[src/rtl/fetch_pkg.sv]
// Shared fetch front-end definitions: default widths, reset PC, queue entry layout.
package fetch_pkg;

  localparam int unsigned XLEN_DEF     = 32;
  localparam int unsigned ILEN_DEF     = 32;
  localparam logic [31:0] RESET_PC_DEF = 32'h0000_0000;
  // addi x0,x0,0: the bubble decode inserts when no instruction is available
  localparam logic [31:0] NOP_INST     = 32'h0000_0013;

  typedef struct packed {
    logic [XLEN_DEF-1:0] pc;
    logic [ILEN_DEF-1:0] inst;
  } fetch_entry_t;

endpackage

[src/rtl/fetch_fifo.sv]
// Synchronous FIFO with flush; head is read straight from the entry registers.
module fetch_fifo #(
  parameter int unsigned WIDTH = 64,
  parameter int unsigned DEPTH = 4,
  localparam int unsigned AW   = $clog2(DEPTH),
  localparam int unsigned CW   = AW + 1
) (
  input  logic             clk_i,
  input  logic             rst_ni,
  input  logic             push_i,
  input  logic [WIDTH-1:0] data_i,
  input  logic             pop_i,
  input  logic             flush_i,
  output logic [WIDTH-1:0] head_o,
  output logic [CW-1:0]    count_o,
  output logic             empty_o,
  output logic             full_o
);

  logic [WIDTH-1:0] mem_q [DEPTH];
  logic [AW-1:0]    wr_ptr_q, rd_ptr_q;
  logic [CW-1:0]    count_q;
  logic             do_push, do_pop;

  assign empty_o = (count_q == '0);
  assign full_o  = (count_q == CW'(DEPTH));
  assign do_push = push_i & ~full_o;
  assign do_pop  = pop_i & ~empty_o;
  assign head_o  = mem_q[rd_ptr_q];
  assign count_o = count_q;

  always_ff @(posedge clk_i or negedge rst_ni) begin
    if (!rst_ni) begin
      for (int unsigned i = 0; i < DEPTH; i++) mem_q[i] <= '0;
      wr_ptr_q <= '0;
      rd_ptr_q <= '0;
      count_q  <= '0;
    end else if (flush_i) begin
      wr_ptr_q <= '0;
      rd_ptr_q <= '0;
      count_q  <= '0;
    end else begin
      if (do_push) begin
        mem_q[wr_ptr_q] <= data_i;
        wr_ptr_q        <= wr_ptr_q + AW'(1);
      end
      if (do_pop) rd_ptr_q <= rd_ptr_q + AW'(1);
      count_q <= count_q + CW'(do_push) - CW'(do_pop);
    end
  end

endmodule

[src/rtl/fetch_queue_unit.sv]
// Instruction-fetch front end: sequential PC generation, credit-limited requests,
// in-order response queue to decode, and redirect flush with stale-response dropping.
module fetch_queue_unit
  import fetch_pkg::*;
#(
  parameter int unsigned     XLEN     = XLEN_DEF,
  parameter int unsigned     ILEN     = ILEN_DEF,
  parameter int unsigned     DEPTH    = 4,
  parameter logic [XLEN-1:0] RESET_PC = XLEN'(RESET_PC_DEF)
) (
  input  logic            clk_i,
  input  logic            rst_ni,
  output logic            imem_req_valid_o,
  output logic [XLEN-1:0] imem_req_addr_o,
  input  logic            imem_req_ready_i,
  input  logic            imem_rsp_valid_i,
  input  logic [ILEN-1:0] imem_rsp_data_i,
  input  logic            redirect_i,
  input  logic [XLEN-1:0] redirect_pc_i,
  output logic            inst_valid_o,
  output logic [ILEN-1:0] inst_o,
  output logic [XLEN-1:0] inst_pc_o,
  input  logic            inst_ready_i
);

  localparam int unsigned CW = $clog2(DEPTH) + 1;

  typedef struct packed {
    logic [XLEN-1:0] pc;
    logic [ILEN-1:0] inst;
  } entry_t;

  logic            run_q;
  logic [XLEN-1:0] fetch_pc_q, fetch_pc_d;
  logic [XLEN-1:0] rsp_pc_q, rsp_pc_d;
  logic [CW-1:0]   outstanding_q, outstanding_d;
  logic [CW-1:0]   drop_q, drop_d;
  logic [CW-1:0]   count;
  logic            fifo_empty, fifo_full;
  entry_t          push_entry, head;
  logic            credit_ok, req_fire, rsp_ok, push, pop;

  // Queued plus in-flight entries never exceed DEPTH, so a push always has room.
  assign credit_ok        = ({1'b0, count} + {1'b0, outstanding_q}) < (CW+1)'(DEPTH);
  assign imem_req_valid_o = run_q & ~redirect_i & credit_ok;
  assign imem_req_addr_o  = fetch_pc_q;
  assign req_fire         = imem_req_valid_o & imem_req_ready_i;

  assign rsp_ok = imem_rsp_valid_i & (outstanding_q != '0);
  assign push   = rsp_ok & (drop_q == '0) & ~redirect_i;

  assign inst_valid_o = ~fifo_empty & ~redirect_i;
  assign pop          = inst_valid_o & inst_ready_i;
  assign inst_o       = head.inst;
  assign inst_pc_o    = head.pc;
  assign push_entry   = '{pc: rsp_pc_q, inst: imem_rsp_data_i};

  fetch_fifo #(
    .WIDTH ($bits(entry_t)),
    .DEPTH (DEPTH)
  ) u_fifo (
    .clk_i   (clk_i),
    .rst_ni  (rst_ni),
    .push_i  (push),
    .data_i  (push_entry),
    .pop_i   (pop),
    .flush_i (redirect_i),
    .head_o  (head),
    .count_o (count),
    .empty_o (fifo_empty),
    .full_o  (fifo_full)
  );

  always_comb begin
    fetch_pc_d    = fetch_pc_q;
    rsp_pc_d      = rsp_pc_q;
    outstanding_d = outstanding_q;
    drop_d        = drop_q;
    if (redirect_i) begin
      // Every request still in flight becomes stale; one arriving now is discarded here.
      fetch_pc_d    = redirect_pc_i;
      rsp_pc_d      = redirect_pc_i;
      outstanding_d = outstanding_q - CW'(rsp_ok);
      drop_d        = outstanding_q - CW'(rsp_ok);
    end else begin
      if (req_fire) fetch_pc_d = fetch_pc_q + XLEN'(4);
      if (push)     rsp_pc_d   = rsp_pc_q + XLEN'(4);
      outstanding_d = outstanding_q + CW'(req_fire) - CW'(rsp_ok);
      if (rsp_ok && drop_q != '0) drop_d = drop_q - CW'(1);
    end
  end

  always_ff @(posedge clk_i or negedge rst_ni) begin
    if (!rst_ni) begin
      run_q         <= 1'b0;
      fetch_pc_q    <= RESET_PC;
      rsp_pc_q      <= RESET_PC;
      outstanding_q <= '0;
      drop_q        <= '0;
    end else begin
      run_q         <= 1'b1;
      fetch_pc_q    <= fetch_pc_d;
      rsp_pc_q      <= rsp_pc_d;
      outstanding_q <= outstanding_d;
      drop_q        <= drop_d;
    end
  end

  rsp_has_credit_a: assert property (@(posedge clk_i) disable iff (!rst_ni)
    imem_rsp_valid_i |-> (outstanding_q != '0));

  no_push_when_full_a: assert property (@(posedge clk_i) disable iff (!rst_ni)
    push |-> !fifo_full);

endmodule

[config.mk]
export PLATFORM = sky130hd
export DESIGN_NAME = fetch_queue_unit
export DESIGN_NICKNAME = d
export VERILOG_FILES = /design/src/rtl/fetch_pkg.sv /design/src/rtl/fetch_fifo.sv /design/src/rtl/fetch_queue_unit.sv
export SDC_FILE = /design/constraint.sdc
export NUM_CORES = 1
export LEC_CHECK = 0
export ABC_AREA = 0
export ABC_CLOCK_PERIOD_IN_PS = 3470
export BUFFER_PORTS_ARGS = -buffer_cell sky130_fd_sc_hd__buf_2
export CORE_ASPECT_RATIO = 1.1
export CORE_UTILIZATION = 59
export CTS_CLUSTER_DIAMETER = 60
export DETAILED_ROUTE_END_ITERATION = 16
export PLACE_DENSITY = 0.8
export REMOVE_ABC_BUFFERS = 1
export SETUP_SLACK_MARGIN = 0.2
export SYNTH_ARGS = -nofsm -noshare
export SYNTH_HDL_FRONTEND = slang
export SYNTH_SLANG_ARGS = --single-unit
[constraint.sdc]
create_clock -name clk_i -period 3.47 [get_ports clk_i]
set_clock_uncertainty 0.1 [all_clocks]
set_input_delay 0.347 -clock clk_i [delete_from_list [all_inputs] [get_ports clk_i]]
set_output_delay 0.347 -clock clk_i [all_outputs]
set_load 0.01 [all_outputs]
==> flow_summary.toml, run 1 <==
[outcome]
run_status = "finished, final reports clean"

[clock_tree]
path_clk_slew_ns = 0.06
post_cts_resized = 0
htree_levels = 2
root_buffer = "clkbuf_16"
clock_path_buffers = 3
numCtsBuffers = 36
cts_tree = "yes"
cts_setup_buffers = 0
clock_sinks = 334
insertion_delay_ns = 0.52

[drt]
postRouteWirelength_mm = 35.7
wire_per_inst_um = 20.9
drtPass1Iterations = 5
drc = 0
viasPerCell = 6.01
drtAntennaViolNets = 0
routed-via-count = 10242
drt_first_iter_violations = 688

[final_layout]
final_layout_size_suffix_gt1_frac = 0.416
area_growth_pct = 17.0
layout_commonest_cell = "dfrtp_1"
final_cell_mix = "dfrtp_1, mux2_2, buf_2"
design_area_mm2 = 0.0181
fill_cells = 1751
antennaDiodeCount = 0
finalNonFillerCells = 1703
fin_util = 0.709
final_nets = 1417

[setup_path]
ff2ff_path_depth = 11
critPathCaptureType = "flop"
cp-start-kind = "flop"
critical_path_arrival_ns = 3.32
crit_fanout = 4
timing.reg2reg.setup_slack_ns = 0.47
r2r-start = "outstanding_q[2]"
worstSetupPathType = "flop to flop"
cp.required_ns = 3.80
r2r_end = "outstanding_q[2]"

[global_route]
grt_max_degree = 102
grt_usage = 0.278
grt_pass1_wl_mm = 57.6
antenna_found_initial = 1
grt_pass1_vias = 10861
gr-total-overflow = 0

[place]
dpl.hpwl_mm = 22.6
dp_slack_ns = 0.493
gp_congestion = 0.836
port_buffers = 167
dpl.cell_count = 1621
place_area_mm2 = 0.0167

[sta]
fin_crit_sh = 0.863
tightest_slew_ns = 1.26
relSlewSlack = 0.154
fmax_mhz = 334
tns_ns = 0
setup_viol = 0
hold_viol = 0
slew_viol_final = 0
period_needed_ns = 3.00
worst_slack_ns = 0.475
grt_setup_unrepaired = "false"
hold_ws_ns = 0.00608

[synthesis]
ys_types = 50
synth_ff_type = "dfrtp_1"
ys_warn_count = 0
synth_edf_count = 0
synth_top_family_by_area = "multiplexers"
synth.yosys.seq_area_share = 0.539
yosys.area_share.xor_xnor = 0.0249
synthArstFlopShare = 1.00
synth_compound_area_frac = 0.0450
netlist_instances = 1146
muxShareOfSynthArea = 0.265
ys_ff_latch = 334
synthSimpleGateAreaFrac = 0.0748
syn_area_mm2 = 0.0155
synthAdderAreaFrac = 0.0155
syn_area_per_cell_um2 = 13.5

[floorplanning]
core_mm2 = 0.0256
start_util = 0.606
fp.dieH_um = 172
rows = 61
dieArea_mm2 = 0.0269
ios = 168
dieWidth_um = 157

[hold_path]
hold_end = "rsp_pc_q[2]"
hp-start = "redirect_pc_i[2]"
min_path_cells = 3
worstHoldPathType = "input pin to flop"

[job]
max_cap_violations = 0

[power_and_ir_drop]
power.density_mw_per_mm2 = 714
ir_worst_vdd_mv = 0.399
p_leak_nw = 8.58
p_total_mw = 12.9
-- worst max path at each step --
stage,from,end,slack [ns]
2_1_floorplan,u_fifo.rd_ptr_q[0],inst_o[0],-0.27
3_3_place_gp,outstanding_q[2],outstanding_q[2],0.58
3_5_place_dp,outstanding_q[2],outstanding_q[2],0.49
4_1_cts,outstanding_q[2],outstanding_q[2],0.48
5_1_grt,outstanding_q[2],outstanding_q[2],0.31
6_report,outstanding_q[2],outstanding_q[2],0.47
-- worst max-delay path, stage by stage, from the launching register on --
cell and delay (ns):
dfrtp_1 0.45, ha_1 0.32, nor4b_1 0.31, and4_1 0.27, clkinv_1 0.09, ha_1 0.27
inv_1 0.03, ha_1 0.18, fa_1 0.39, xor2_1 0.15, o21ai_0 0.19, xor2_1 0.16
-- per-layer routing --
layer  GRT usage  routed length (µm)
met1       0.373               15100
met2       0.460               17500
met3      0.0496                2070
met4      0.0951                 991
met5           0                  13
-- logic make-up after synthesis --
logic type,count (synthesis)
and+or+nand+nor,231
DFF,334
muxes,301
other,1
buffers and inverters,99
xor gates and xnor gates,44
AOI/OAI and AO/OA,118
adders and majority gates,18
-- cell type report --
cell class	instances	area, µm²	share of cell area
sequential	334	8360	0.461
multi-input combinational	713	6610	0.364
timing repair buffer	212	1320	0.0730
clock buffer	53	1130	0.0621
tap	346	433	0.0239
clock inverter	13	159	0.00876
inverter	32	120	0.00662
-- flip-flops by register name, summed over array words and instances (netlist names) --
register / flops
drop_q: 3
u_fifo.mem_q: 256
outstanding_q: 3
imem_req_addr_o: 32
u_fifo.count_o: 3
u_fifo.rd_ptr_q: 2
u_fifo.wr_ptr_q: 2
run_q: 1
rsp_pc_q: 32
-- cells in the mapped netlist (2+ instances only) --
cell / number / area [µm²]
a21boi_0: 5 / 37.5
a21oi_1: 11 / 55.1
a22oi_1: 4 / 30.0
a31oi_1: 3 / 18.8
and2_1: 3 / 18.8
and3_1: 8 / 50.1
and4_1: 3 / 26.3
buf_1: 7 / 26.3
buf_2: 9 / 45.0
buf_4: 2 / 15.0
buf_6: 22 / 248
clkbuf_1: 27 / 101
clkinv_1: 2 / 7.51
dfrtp_1: 334 / 8360
fa_1: 2 / 40.0
ha_1: 16 / 200
inv_1: 30 / 113
mux2_2: 230 / 2590
mux2i_1: 7 / 70.1
mux4_2: 64 / 1440
nand2_1: 82 / 308
nand2_2: 4 / 25.0
nand2b_1: 6 / 37.5
nand3_1: 41 / 205
nand4_1: 23 / 144
nor2_1: 24 / 90.1
nor3_1: 14 / 70.1
nor3b_1: 2 / 15.0
nor4_1: 6 / 37.5
nor4_2: 2 / 25.0
o211ai_1: 6 / 45.0
o21ai_0: 74 / 370
o311ai_0: 9 / 78.8
o31a_1: 2 / 17.5
or3_1: 5 / 31.3
xnor2_1: 17 / 149
xor2_1: 27 / 236
-- repair_timing --
action                                  CTS  global route
endpoints found under the setup margin    0             0
endpoints found under the hold margin   120             0
hold buffers                             16             0
-- power breakdown --
part	switching, mW	internal [mW]
clock	1.57	2.48
combinational	1.56	1.91
sequential	0.657	4.76
total	3.79	9.15
Power figures use the tool's default switching activity.
==> run 2: changes to the inputs <==
CORE_UTILIZATION = 50   (was 59)
PLACE_DENSITY = 0.7   (was 0.8)
==> flow_summary.toml, run 2 (synthesized netlist as in run 1, its figures left out) <==
[clock_tree]
numCtsBuffers = 36
path_clk_slew_ns = 0.06
clock_path_buffers = 3
clock_sinks = 334
cts_tree = "yes"
cts_setup_buffers = 0
root_buffer = "clkbuf_16"
insertion_delay_ns = 0.52
htree_levels = 2

[setup_path]
critPathCaptureType = "flop"
crit_fanout = 4
cp.required_ns = 3.81
cp-start-kind = "flop"
cpMaxStageDelayCell = "dfrtp_1"
critical_path_arrival_ns = 3.28
crit_path_frequent_cell = "ha_1"
ff2ff_path_depth = 11
worstSetupPathType = "flop to flop"
crit_path_max_incr_delay_ns = 0.45
path_cells = "ha_1 > nor4b_1 > and4_1 > clkinv_1 > ha_1 > inv_1 > ha_1 > fa_1 > xor2_1 > o21ai_0 > xor2_1"

[drt]
drtAntennaViolNets = 0
drc = 0
viasPerCell = 5.68
drt_first_iter_violations = 570
routed-via-count = 10074
wire_per_inst_um = 19.9
drtPass1Iterations = 5
postRouteWirelength_mm = 35.2

[sta]
setup_viol = 0
tightest_slew_ns = 0.890
relSlewSlack = 0.402
period_needed_ns = 2.94
slew_viol_final = 0
hold_ws_ns = 0.0167
hold_viol = 0
fmax_mhz = 340
fin_crit_sh = 0.848
worst_slack_ns = 0.526
tns_ns = 0
grt_setup_unrepaired = "false"

[global_route]
gr-total-overflow = 0
grt_max_degree = 90
grt_pass1_wl_mm = 56.9
antenna_found_initial = 0
grt_usage = 0.230
grt_pass1_vias = 10573

[hold_path]
min_path_cells = 2
worstHoldPathType = "input pin to flop"

[floorplanning]
rows = 67
dieWidth_um = 170
start_util = 0.508
dieArea_mm2 = 0.0317
ios = 168
core_mm2 = 0.0305
fp.dieH_um = 187

[final_layout]
antennaDiodeCount = 0
fin_util = 0.595
final_nets = 1423
design_area_mm2 = 0.0182
final_layout_size_suffix_gt1_frac = 0.410
final_cell_mix = "dfrtp_1, mux2_2, buf_2"
largest_register = "u_fifo.mem_q"
finalNonFillerCells = 1773
largest_register_ffs = 256
layout_commonest_cell = "dfrtp_1"
area_growth_pct = 17.1

[job]
max_cap_violations = 0

[place]
dpl.cell_count = 1691
dpl.hpwl_mm = 23.2
port_buffers = 167
dp_slack_ns = 0.522
gp_congestion = 0.829
place_area_mm2 = 0.0168

[power_and_ir_drop]
p_leak_nw = 8.56
power.density_mw_per_mm2 = 691
ir_worst_vdd_mv = 0.537
p_total_mw = 12.6

[outcome]
run_status = "finished, final reports clean"
-- run 2: report_power, final --
| part | switching [mW] | total, mW | internal [mW] |
|---|---|---|---|
| clock | 1.51 | 3.75 | 2.24 |
| combinational | 1.62 | 3.50 | 1.89 |
| sequential | 0.549 | 5.31 | 4.76 |
-- run 2: worst paths after layout --
kind	start	end	slack, ns
min in group asynchronous	rst_ni	u_fifo.mem_q[145]	0.34
max in group asynchronous	rst_ni	u_fifo.count_o[1]	2.01
min reg2reg	u_fifo.mem_q[32]	u_fifo.mem_q[32]	0.38
min	imem_rsp_data_i[31]	u_fifo.mem_q[223]	0.02
max	outstanding_q[2]	outstanding_q[2]	0.53
max reg2reg	outstanding_q[2]	outstanding_q[2]	0.53
-- run 2: area by class of cell --
cell class | count | area, µm²
Clock buffer | 55 | 1090
Tap cell | 414 | 518
Clock inverter | 7 | 63.8
Inverter | 32 | 120
Multi-Input combinational cell | 713 | 6610
Timing Repair Buffer | 218 | 1390
Fill cell | 2505 | 12400
Sequential cell | 334 | 8360
-- run 2: critical path: cells and delay by family, from the launching register on --
family,cells,cell delay [ns]
flops,1,0.45
fa+ha+maj,4,1.15
compound gates,1,0.19
buf+inv,2,0.12
xor+xnor,2,0.31
simple gates,2,0.56
-- run 2: what timing repair did --
item,CTS,global route
resized for setup,0,0
endpoints found under the hold margin,113,0
hold buffers,20,0
-- run 2: per-layer routing --
layer	track usage	vias up	share of wire
li1	-	4550	-
met2	0.382	280	0.49
met4	0.0651	0	0.023
met5	0	-	0
met1	0.311	5191	0.43
met3	0.0390	53	0.053
